$ cat src/rtl/lcd_rgb_rx.sv
// lcd_rgb_rx: captures DE-qualified RGB pixels, tracks x/y position and locks onto stable frame geometry
module lcd_rgb_rx #(
    parameter bit HS_POL = 1'b0,
    parameter bit VS_POL = 1'b0
) (
    input  logic        lcd_pclk,
    input  logic        rst,
    input  logic        lcd_de,
    input  logic        lcd_hs,
    input  logic        lcd_vs,
    input  logic [23:0] lcd_rgb,
    output logic        pix_valid,
    output logic [23:0] pix_data,
    output logic [10:0] pix_xpos,
    output logic [10:0] pix_ypos,
    output logic        frame_start,
    output logic [10:0] h_disp,
    output logic [10:0] v_disp,
    output logic        locked,
    output logic        geom_err
);
    typedef enum logic [1:0] {IDLE, SYNC, LOCK} state_t;

    state_t      st_q, st_d;
    logic        de_s1_q, hs_s1_q, vs_s1_q, de_s2_q, vsa_s2_q;
    logic [23:0] rgb_s1_q;
    logic        pix_valid_q, pix_valid_d, frame_start_q, geom_err_q, geom_err_d, w_set_q, w_set_d;
    logic [23:0] pix_data_q, pix_data_d;
    logic [10:0] pix_xpos_q, pix_xpos_d, pix_ypos_q, pix_ypos_d;
    logic [10:0] h_disp_q, h_disp_d, v_disp_q, v_disp_d, w_q, w_d;
    logic        hs_act, vs_act, fr_edge, de_rise, de_fall, x_max, y_max, x_sat, y_sat;
    logic        w_mis, w_set_eff, err_eff, good, match;
    logic [10:0] run_len, w_eff, h_eff;

    always_comb begin
        hs_act      = hs_s1_q ~^ HS_POL;
        vs_act      = vs_s1_q ~^ VS_POL;
        fr_edge     = vs_act & ~vsa_s2_q;
        de_rise     = de_s1_q & ~de_s2_q;
        de_fall     = ~de_s1_q & de_s2_q;
        x_max       = pix_xpos_q == 11'h7ff;
        y_max       = pix_ypos_q == 11'h7ff;
        x_sat       = de_s1_q & ~de_rise & ~fr_edge & x_max;
        y_sat       = de_fall & y_max;
        // pix_xpos_q still holds the last column of the run that just ended
        run_len     = x_max ? 11'h7ff : pix_xpos_q + 11'd1;
        w_mis       = de_fall & w_set_q & (run_len != w_q);
        w_eff       = (de_fall & ~w_set_q) ? run_len : w_q;
        w_set_eff   = w_set_q | de_fall;
        h_eff       = (de_fall & ~y_max) ? pix_ypos_q + 11'd1 : pix_ypos_q;
        err_eff     = geom_err_q | x_sat | y_sat | w_mis | (hs_act & de_s1_q) | (fr_edge & de_s1_q);
        good        = ~err_eff & w_set_eff & (w_eff != 11'd0) & (h_eff != 11'd0);
        match       = good & (w_eff == h_disp_q) & (h_eff == v_disp_q);
        pix_valid_d = de_s1_q & (st_q != IDLE);
        pix_data_d  = pix_valid_d ? rgb_s1_q : pix_data_q;
        pix_xpos_d  = !de_s1_q ? pix_xpos_q : (de_rise | fr_edge) ? 11'd0 : x_max ? pix_xpos_q : pix_xpos_q + 11'd1;
        pix_ypos_d  = fr_edge ? 11'd0 : h_eff;
        w_d         = fr_edge ? 11'd0 : w_eff;
        w_set_d     = ~fr_edge & w_set_eff;
        // a run straddling the frame edge is partial, so the new frame starts already flagged
        geom_err_d  = fr_edge ? de_s1_q : err_eff;
        st_d        = !fr_edge ? st_q : (st_q == IDLE) ? SYNC : ((st_q == SYNC) ? good : match) ? LOCK : SYNC;
        h_disp_d    = (fr_edge & (st_q == SYNC) & good) ? w_eff : h_disp_q;
        v_disp_d    = (fr_edge & (st_q == SYNC) & good) ? h_eff : v_disp_q;
    end

    always_ff @(posedge lcd_pclk) begin
        if (rst) begin
            de_s1_q       <= 1'b0;
            hs_s1_q       <= ~HS_POL;
            vs_s1_q       <= ~VS_POL;
            rgb_s1_q      <= '0;
            de_s2_q       <= 1'b0;
            vsa_s2_q      <= 1'b0;
            st_q          <= IDLE;
            pix_valid_q   <= 1'b0;
            pix_data_q    <= '0;
            pix_xpos_q    <= '0;
            pix_ypos_q    <= '0;
            frame_start_q <= 1'b0;
            h_disp_q      <= '0;
            v_disp_q      <= '0;
            geom_err_q    <= 1'b0;
            w_q           <= '0;
            w_set_q       <= 1'b0;
        end else begin
            de_s1_q       <= lcd_de;
            hs_s1_q       <= lcd_hs;
            vs_s1_q       <= lcd_vs;
            rgb_s1_q      <= lcd_rgb;
            de_s2_q       <= de_s1_q;
            vsa_s2_q      <= vs_act;
            st_q          <= st_d;
            pix_valid_q   <= pix_valid_d;
            pix_data_q    <= pix_data_d;
            pix_xpos_q    <= pix_xpos_d;
            pix_ypos_q    <= pix_ypos_d;
            frame_start_q <= fr_edge;
            h_disp_q      <= h_disp_d;
            v_disp_q      <= v_disp_d;
            geom_err_q    <= geom_err_d;
            w_q           <= w_d;
            w_set_q       <= w_set_d;
        end
    end

    assign pix_valid   = pix_valid_q;
    assign pix_data    = pix_data_q;
    assign pix_xpos    = pix_xpos_q;
    assign pix_ypos    = pix_ypos_q;
    assign frame_start = frame_start_q;
    assign h_disp      = h_disp_q;
    assign v_disp      = v_disp_q;
    assign locked      = st_q == LOCK;
    assign geom_err    = geom_err_q;
endmodule

$ cat config.mk
export PLATFORM = sky130hd
export DESIGN_NAME = lcd_rgb_rx
export DESIGN_NICKNAME = d
export VERILOG_FILES = /design/src/rtl/lcd_rgb_rx.sv
export SDC_FILE = /design/constraint.sdc
export NUM_CORES = 1
export LEC_CHECK = 0
export ABC_CLOCK_PERIOD_IN_PS = 6250
export BUFFER_PORTS_ARGS = -buffer_cell sky130_fd_sc_hd__buf_2
export CAP_MARGIN = 20
export CORE_AREA = 5 5 96 107
export DETAILED_ROUTE_END_ITERATION = 16
export DIE_AREA = 0 0 101 112
export PLACE_DENSITY = 0.84
export SYNTH_ARGS = -nofsm -noshare
export SYNTH_HDL_FRONTEND = slang
export SYNTH_SLANG_ARGS = --single-unit
$ cat constraint.sdc
create_clock -name lcd_pclk -period 6.25 [get_ports lcd_pclk]
set_clock_uncertainty 0.05 [all_clocks]
set_input_delay 1.25 -clock lcd_pclk [delete_from_list [all_inputs] [get_ports lcd_pclk]]
set_output_delay 1.25 -clock lcd_pclk [all_outputs]
set_load 0.03 [all_outputs]
-- After elaboration in Yosys (flattened, before gate mapping)
Cells that the tools add are included.
W data, S select, Z words.
- add/subtract/negate cells: 2
- equality and inequality tests: 8
- muxes and demuxes: 9
- bitwise operators: 39
- reduce and logical (&&, ||, !) cells: 6
- operators with widths (kind ; count):
    $mux W11 ; 5
    $add A11 B1 Y11 const B ; 2
    $and A1 B1 Y1 ; 22
    $eq A11 B11 Y1 ; 2
    $eq A11 B11 Y1 const B ; 2
    $reduce_bool A11 Y1 ; 2
    $ne A11 B11 Y1 ; 1
    $not A1 Y1 ; 10
    $or A1 B1 Y1 ; 7
    $mux W2 ; 2
    $eq A2 B1 Y1 const B ; 1
    $eq A2 B2 Y1 const B ; 1
    $logic_not A2 Y1 ; 1
    $mux W1 ; 2
    $ne A2 B1 Y1 const B ; 1
    $reduce_and A2 Y1 ; 1
    $reduce_bool A2 Y1 ; 1
    $reduce_or A2 Y1 ; 1
- bits in registers: 114
- bits of input ports: 29
- output and inout port bits: 72
- word-level logic and storage cells: 81

-- Logic depth before layout (Yosys ltp)
Gate-level depths: netlist of the first run.
- depth in word-level cells: 20
- gate-level depth with buffers: 12
- mapped depth without buffers: 9

-- Least setup slack after synthesis of the first run
No wires, ideal clock.
- kind: register -> register
- start: reg pix_ypos_q[3], in the netlist pix_ypos[3]
- end: reg st_q[1]
- library setup time: 0.095 ns
- data arrival time: 2.831 ns
- required time: 6.105 ns
- path slack: 3.274 ns
- cell stages (with the launch flop): 9
- path buffers: 0
- clock period less this slack: 2.976 ns
- cell sequence: dfxtp_1 nand3_2 or4_4 or4_1 and2_1 xnor2_1 a2111oi_0 nand4_1 a221oi_1
- word-level cells in the longest chain between the ends: 15
- elaborated cells on any way between the ends: 21
- classes of those cells: 1 x add/sub; 2 x eq/ne; 4 x mux; 13 x bitwise; 1 x reduce/logical
- ends and longest elaborated chain (element ; RTL line ; source):
    from (decl) ; 29 ; logic [10:0] pix_xpos_q, pix_xpos_d, pix_ypos_q, pix_ypos_d;
    from (signal assigned) ; 97 ; pix_ypos_q <= pix_ypos_d;
    $eq A11 B11 Y1 ; 42 ; y_max = pix_ypos_q == 11'h7ff;
    $and A1 B1 Y1 ; 44 ; y_sat = de_fall & y_max;
    $or A1 B1 Y1 (4 in series) ; 51 ; err_eff = geom_err_q | x_sat | y_sat | w_mis | (hs_act & de_s1_q) | (fr_edge & de_s1_q);
    $not A1 Y1 ; 52 ; good = ~err_eff & w_set_eff & (w_eff != 11'd0) & (h_eff != 11'd0);
    $and A1 B1 Y1 (3 in series) ; 52 ;
    $and A1 B1 Y1 (2 in series) ; 53 ; match = good & (w_eff == h_disp_q) & (h_eff == v_disp_q);
    $mux W1 * ; 62 ; st_d = !fr_edge ? st_q : (st_q == IDLE) ? SYNC : ((st_q == SYNC) ? good : match) ? LOCK : SYNC;
    $mux W2 * (2 in series) ; 62 ;
    to (signal assigned) ; 93 ; st_q <= st_d;
    to (decl) ; 24 ; state_t st_q, st_d;
Every way passes the cells marked *; elsewhere a longest branch is shown, timed or not.
A chain may end at the register's enable or synchronous reset.

-- Worst setup path after layout of the first run
- start: reg pix_xpos_q[0], in the netlist pix_xpos[0]
- end: reg v_disp_q[9], in the netlist v_disp[9]
- word-level cells in the longest chain between the ends: 12
- elaborated cells on any way between the ends: 18
- classes of those cells: 1 x add/sub; 2 x eq/ne; 2 x mux; 12 x bitwise; 1 x reduce/logical
- ends and longest elaborated chain (element ; RTL line ; source):
    from (decl) ; 29 ;
    from (signal assigned) ; 96 ; pix_xpos_q <= pix_xpos_d;
    $add A11 B1 Y11 / $eq A11 B11 Y1 (equally long branches) ; 46, 41 ;
    $mux W11 / $and A1 B1 Y1 (equally long branches) ; 46, 43 ;
    $ne A11 B11 Y1 / $or A1 B1 Y1 (equally long branches) ; 47, 51 ;
    $and A1 B1 Y1 / $or A1 B1 Y1 (equally long branches) ; 47, 51 ;
    $or A1 B1 Y1 (3 in series) ; 51 ;
    $not A1 Y1 ; 52 ;
    $and A1 B1 Y1 ; 52 ;
    $and A1 B1 Y1 * (2 in series) ; 52 ;
    $and A1 B1 Y1 * ; 64 ; v_disp_d = (fr_edge & (st_q == SYNC) & good) ? h_eff : v_disp_q;
    to (signal assigned) ; 100 ; v_disp_q <= v_disp_d;
    to (decl) ; 30 ; logic [10:0] h_disp_q, h_disp_d, v_disp_q, v_disp_d, w_q, w_d;
Marks and branches as above.

==> impl_metrics.py, run 1 <==
metrics = {
    "outcome": {
        "status": "finished clean",
    },
    "timing": {
        "setup_violations": 0,
        "hold_violations": 0,
        "fin_setup_tns_ns": 0,
        "worst_pin_slew_ns": 0.996,
        "grt_setup_unrepaired": "no",
        "drv_slew": 0,
        "fmax_mhz": 253,
        "period_share_pct": 63.2,
        "slew_headroom_pct": 33.2,
        "fin_crit_ns": 3.95,
        "fin_ws_ns": 2.30,
    },
    "synth": {
        "yosysWarnings": 0,
        "ys_seq_area_share_pct": 43.8,
        "synth.distinct_cells": 73,
        "synth_area_leaders": "dfxtp_1 (44%), a21oi_1 (5.6%), nand2_1 (5.1%), nor2b_1 (3.8%), nor2_1 (3.0%)",
        "synth_seq_cells": 114,
        "synthFlopType": "dfxtp_1",
        "synth_common_cells": "dfxtp_1 (114), nand2_1 (71), a21oi_1 (58), nor2_1 (41), nor2b_1 (32)",
        "synth_top_area_cell": "dfxtp_1",
        "synth_edf_count": 0,
        "netlist_instances": 610,
        "netlist_area_um2": 5210,
        "syn_nets": 641,
        "yosys.area.top_type_share_pct": 43.8,
        "yosysMostFrequentCell": "dfxtp_1",
        "syn_area_per_cell_um2": 8.53,
        "synth-async-reset-ratio_pct": 0,
    },
    "worst_setup_path": {
        "path_cells": "ha_1 -> inv_1 -> nor4_2 -> a21oi_1 -> nor4_2 -> a41oi_2 -> nor2_1 -> buf_6 -> a211oi_1",
        "startpoint_type": "register",
        "crit_arrival_ns": 4.27,
        "worst-r2r-setup-slack_ns": 2.30,
        "end_kind": "register",
        "cp_common_cell": "nor4_2",
        "crit_required_ns": 6.57,
        "cpPeakStageDelay_ns": 0.71,
        "crit_fanout": 15,
        "worst-setup-path-type": "reg2reg",
        "cpMaxStageDelayCell": "nor2_1",
    },
    "cts": {
        "holdBufCountCts": 0,
        "clock_latency_ns": 0.52,
        "path_clk_slew_ns": 0.06,
        "htree_num_levels": 4,
        "post_cts_buffers": 0,
        "cts_buffers": 17,
        "cts_root_buffer": "clkbuf_8",
        "postCtsResizedCells": 0,
        "clk_path_buf_depth": 2,
        "tritoncts": "built",
        "clock-sinks": 114,
    },
    "run": {
        "maxCapViolCount": 0,
    },
    "hold_path": {
        "min_path_type": "reg2reg",
    },
    "grt": {
        "grt_max_degree": 63,
        "grt_pass1_vias": 4725,
        "grt-busiest-layer": "met2",
        "grt_overflow": 0,
        "antenna_found_initial": 0,
        "grt_use_total_pct": 25.3,
        "grt_pass1_wl_mm": 22.9,
        "grt_use_met3_pct": 5.64,
        "use_met2_pct": 41.5,
        "grt.met1_usage_pct": 31.4,
    },
    "floorplan": {
        "initial_core_util_pct": 57.1,
        "core_region_area_um2": 9120,
        "ioPinCount": 101,
        "die_x_um": 101,
        "die_area_um2": 11300,
        "std_cell_rows": 37,
        "dieHeight_um": 112,
    },
    "final_layout": {
        "fin_nets": 726,
        "stdcell_count": 825,
        "diodes": 0,
        "drive_gt1_share_pct": 22.3,
        "areaGrowthSynthToFinish_pct": 20.7,
    },
    "drt": {
        "drc_errors": 0,
        "drt-initial-drc-count": 451,
        "viasPerCell": 6.01,
        "wl_mm": 14.1,
        "antenna_left": 0,
        "vias": 4956,
        "post_drt_wl_per_cell_um": 17.1,
        "drtPass1Iterations": 5,
    },
    "power": {
        "powerDensity_nw_per_um2": 279,
        "peakVddDrop_uv": 211,
        "p_total_uw": 1750,
        "p_leak_uw": 0.00244,
    },
    "placed_design": {
        "routabilityCongestion": 0.923,
        "preCtsSetupSlack_ns": 2.42,
        "place_inst": 793,
        "post-dp-hpwl_mm": 9.92,
        "io_buffers": 100,
    },
}
[routing by layer]
metal  part of all wire, %  up-vias  wire [um]
met3                   6.2       32        876
li1                      -     2356          -
met5                     0        -          0
met4                   2.2        0        311
met1                    41     2351       5740
met2                    51      217       7190
[cell usage in the layout, fill, tap and decap left out, drive strengths merged, types with 4 or more instances in the layout]
cell,count
dfxtp,114
buf,105
nand2,71
a21oi,58
nor2,42
nor2b,32
o21ai,32
nand3,22
inv,19
or4,17
clkbuf,17
xnor2,16
xor2,13
a211oi,13
nor3,13
nand2b,11
nand4,10
o22ai,8
nor4,8
or3,7
a31oi,6
mux2i,5
o31ai,5
and2,5
clkinv,4
[registers in the layout, indices dropped and copies added (netlist names), 2 cells and up]
signal    cells
st_q          2
pix_xpos     11
h_disp       11
w_q          11
v_disp       11
rgb_s1_q     24
pix_data     24
pix_ypos     11
[worst max-delay path, delay by kind of cell (launching register included)]
family          cells  cell delay, ns
flops               1            0.53
compound gates      3            0.65
simple gates        3            1.56
fa+ha+maj           1            0.57
buf+inv             2            0.43
[metrics by stage]
| stage | hold WS, ns | utilization (%) | area, um^2 |
|---|---|---|---|
| 3_3_place_gp | 0.369 | 62.6 | 5710 |
| 6_report | 0.386 | 68.9 | 6280 |
| 3_5_place_dp | 0.376 | 62.7 | 5720 |
| 2_1_floorplan | 0.363 | - | 5210 |
| 4_1_cts | 0.386 | 68.9 | 6280 |
| 5_1_grt | 0.394 | 68.9 | 6280 |
[logic make-up (layout without fill, tap and decap cells)]
| kind of cell | after synthesis | count (layout) | synth area share (%) |
|---|---|---|---|
| buf+inv | 51 | 149 | 4.18 |
| xor+xnor | 29 | 29 | 4.88 |
| flops | 114 | 114 | 43.8 |
| mux | 5 | 5 | 0.961 |
| fa+ha+maj | 2 | 2 | 0.481 |
| simple gates | 253 | 253 | 26.3 |
| compound gates | 156 | 156 | 19.4 |
[cell type report]
cell class                 instances  area [um^2]
fill                             705         2840
multi-input combinational        445         2710
sequential                       114         2280
timing repair buffer             105          542
clock buffer                      17          414
clock inverter                    15          148
tap                              117          146
inverter                          12         45.0
[power breakdown]
group | total, uW | switching, uW | internal [uW] | leakage [uW]
clock network | 903 | 367 | 537 | 0.000268
registers | 753 | 10.4 | 743 | 0.000927
logic | 96.6 | 61.7 | 34.9 | 0.00124
[worst paths after layout]
| check | start | to | depth (start not counted) |
|---|---|---|---|
| setup / recovery | pix_xpos[0] | v_disp[9] | 9 |
| hold / removal | rgb_s1_q[4] | pix_data[4] | 2 |
| setup reg to reg | pix_xpos[0] | v_disp[9] | 9 |
| hold reg to reg | rgb_s1_q[4] | pix_data[4] | 2 |
Note: power is estimated with default switching activity, not from simulation.
==> run 2, diff against run 1 <==
==> config.mk (replaced) <==
export PLATFORM = sky130hd
export DESIGN_NAME = lcd_rgb_rx
export DESIGN_NICKNAME = d
export VERILOG_FILES = /design/src/rtl/lcd_rgb_rx.sv
export SDC_FILE = /design/constraint.sdc
export NUM_CORES = 1
export LEC_CHECK = 0
export ABC_CLOCK_PERIOD_IN_PS = 3200
export BUFFER_PORTS_ARGS = -buffer_cell sky130_fd_sc_hd__buf_2
export CAP_MARGIN = 20
export CORE_AREA = 5 5 104 116
export DETAILED_ROUTE_END_ITERATION = 16
export DIE_AREA = 0 0 109 121
export PLACE_DENSITY = 0.75
export SYNTH_ARGS = -nofsm -noshare
export SYNTH_HDL_FRONTEND = slang
export SYNTH_SLANG_ARGS = --single-unit
==> constraint.sdc (replaced) <==
create_clock -name lcd_pclk -period 3.2 [get_ports lcd_pclk]
set_clock_uncertainty 0.05 [all_clocks]
set_input_delay 0.64 -clock lcd_pclk [delete_from_list [all_inputs] [get_ports lcd_pclk]]
set_output_delay 0.64 -clock lcd_pclk [all_outputs]
set_load 0.03 [all_outputs]
==> run 2 against run 1 <==
  * First-iteration DRC count fell by 29%
  * Via count rose by 0.69%
  * Sequential share of layout area fell by 1.4 points
  * Global-route usage fell by 2.5 points
  * Sequential power rose by 95%
  * Register-to-register slack got worse by 2.2 ns
  * Die area rose by 17%
  * Final cell count rose by 6.5%
  * Routed wire length rose by 5.8%
  * Non-clock buffer count rose by 24
  * Clock-buffer cell count rose by 1
==> impl_metrics.py, run 2 (synthesis results as in run 1) <==
metrics = {
    "outcome": {
        "status": "finished clean",
    },
    "hold_path": {
        "worstHoldStart": "lcd_hs",
        "min_path_type": "in2reg",
    },
    "timing": {
        "whs_ns": 0.362,
        "fin_crit_ns": 3.06,
        "period_share_pct": 95.6,
        "drv_slew": 0,
        "setup_violations": 0,
        "hold_violations": 0,
        "slew_headroom_pct": 34.1,
        "fmax_mhz": 327,
        "grt_setup_unrepaired": "yes",
        "worst_pin_slew_ns": 0.988,
    },
    "final_layout": {
        "final_common_cell": "dfxtp_1",
        "diodes": 0,
        "fin_nets": 750,
        "drive_gt1_share_pct": 25.4,
        "areaGrowthSynthToFinish_pct": 25.7,
        "final_cell_area_um2": 6550,
        "final_cell_mix": "dfxtp_1 (112), buf_2 (100), nand2_1 (71), a21oi_1 (58), nor2_1 (41)",
        "stdcell_count": 879,
    },
    "floorplan": {
        "dieHeight_um": 121,
        "core_region_area_um2": 10800,
        "die_x_um": 109,
        "die_area_um2": 13200,
        "initial_core_util_pct": 48.4,
        "ioPinCount": 101,
        "std_cell_rows": 40,
    },
    "power": {
        "powerDensity_nw_per_um2": 525,
        "p_seq_share_pct": 42.8,
        "swShare_pct": 25.4,
        "clkPwrFrac_pct": 51.1,
        "p_leak_uw": 0.00256,
        "pwr-share-comb_pct": 6.1,
        "internal-power_uw": 2560,
        "p_switching_uw": 873,
        "peakVddDrop_uv": 334,
    },
    "worst_setup_path": {
        "path_cells": "or3b_1 -> a41oi_4 -> o211ai_1 -> nor3_1 -> o2111ai_1 -> o211ai_4 -> nor2_1 -> buf_4 -> a211oi_1",
        "cpPeakStageDelay_ns": 0.52,
        "end_kind": "register",
        "crit_arrival_ns": 3.32,
        "cpMaxStageDelayCell": "or3b_1",
        "r2r_start": "de_s2_q",
        "crit_buf_inv": 1,
        "path_delay_family": "compound AO/OA/AOI/OAI gates",
        "startpoint_type": "register",
        "critPathLaunch": "de_s2_q",
        "crit_required_ns": 3.46,
        "worst-setup-path-type": "reg2reg",
        "crit_fanout": 20,
    },
    "cts": {
        "holdBufCountCts": 0,
        "cts_buffers": 17,
        "clock-sinks": 114,
        "clock_latency_ns": 0.41,
        "clk_path_buf_depth": 2,
        "tritoncts": "built",
        "htree_num_levels": 4,
        "path_clk_slew_ns": 0.06,
        "cts_root_buffer": "clkbuf_16",
    },
    "run": {
        "maxCapViolCount": 0,
    },
    "placed_design": {
        "placed_cell_area_um2": 5930,
        "post-dp-hpwl_mm": 10.5,
        "place_inst": 846,
        "io_buffers": 100,
        "routabilityCongestion": 0.950,
    },
    "grt": {
        "grt_pass1_wl_mm": 23.7,
        "grt_overflow": 0,
        "grt_use_total_pct": 22.8,
        "grt_pass1_vias": 4713,
        "antenna_found_initial": 0,
        "grt_max_degree": 68,
    },
    "drt": {
        "drc_errors": 0,
        "drtPass1Iterations": 5,
        "drt-initial-drc-count": 319,
        "post_drt_wl_per_cell_um": 17.0,
        "vias": 4990,
        "wl_mm": 14.9,
        "antenna_left": 0,
        "viasPerCell": 5.68,
    },
}
[run 2: cell types whose count changed in the layout (fill, tap and decap cells not counted), moves of 2 or more]
| cell | delta |
|---|---|
| a41oi_2 | -2 |
| a41oi_4 | +2 |
| buf_4 | +25 |
| dfxtp_1 | -2 |
| dfxtp_2 | +2 |
[run 2: power groups by stage]
stage | clock network [uW] | logic [uW] | registers (uW)
2_1_floorplan | 0 | 126 | 1500
3_3_place_gp | 0 | 197 | 1500
3_5_place_dp | 0 | 200 | 1500
4_1_cts | 1780 | 202 | 1470
5_1_grt | 1860 | 226 | 1470
6_report | 1760 | 211 | 1470
[run 2: worst paths after layout]
kind,endpoint,slack (ns),cells after the start
worst min-delay path,hs_s1_q,0.36,2
worst max-delay path,h_disp[6],0.14,9
worst min register to register,pix_data[12],0.38,2
worst max register to register,h_disp[6],0.14,9
[run 2: per-layer routing]
layer / track usage [%] / vias to the layer above / routed length (um) / share of wire (%)
li1: - / 2409 / - / -
met1: 28.3 / 2356 / 6120 / 41
met2: 37.7 / 203 / 7540 / 50
met3: 5.64 / 22 / 981 / 6.6
met4: 8.60 / 0 / 305 / 2.0
met5: 0 / - / 0 / 0
[run 2: worst reg2reg max path, stage by stage, from the launching register on]
cell       delay [ns]
dfxtp_2          0.42
or3b_1           0.52
a41oi_4          0.39
o211ai_1         0.16
nor3_1           0.29
o2111ai_1        0.32
o211ai_4         0.25
nor2_1           0.06
buf_4            0.23
a211oi_1         0.28
[run 2: cell type report]
cell class / count / area (um^2)
clock buffer: 18 / 439
clock inverter: 14 / 120
multi-input combinational: 445 / 2760
tap: 147 / 184
timing repair buffer: 129 / 718
fill: 939 / 4210
sequential: 114 / 2280
inverter: 12 / 45.0
[run 2: metrics by stage]
step | TNS, ns | setup slack [ns] | power, uW | utilization (%)
after floorplan | 0 | 0.224 | 1630 | -
after global placement | -0.0326 | -0.0326 | 1690 | 55.1
after detailed placement | -0.0308 | -0.0308 | 1700 | 55.1
after CTS | 0 | 0.0171 | 3450 | 60.3
after global routing | 0 | 0.00304 | 3560 | 60.8
final | 0 | 0.141 | 3430 | 60.8
[run 2: what timing repair did]
item                                    CTS  global route
setup buffers                             0             1
endpoints found under the setup margin    2            24
pin swaps                                 0             3
gates resized for setup                   1             7
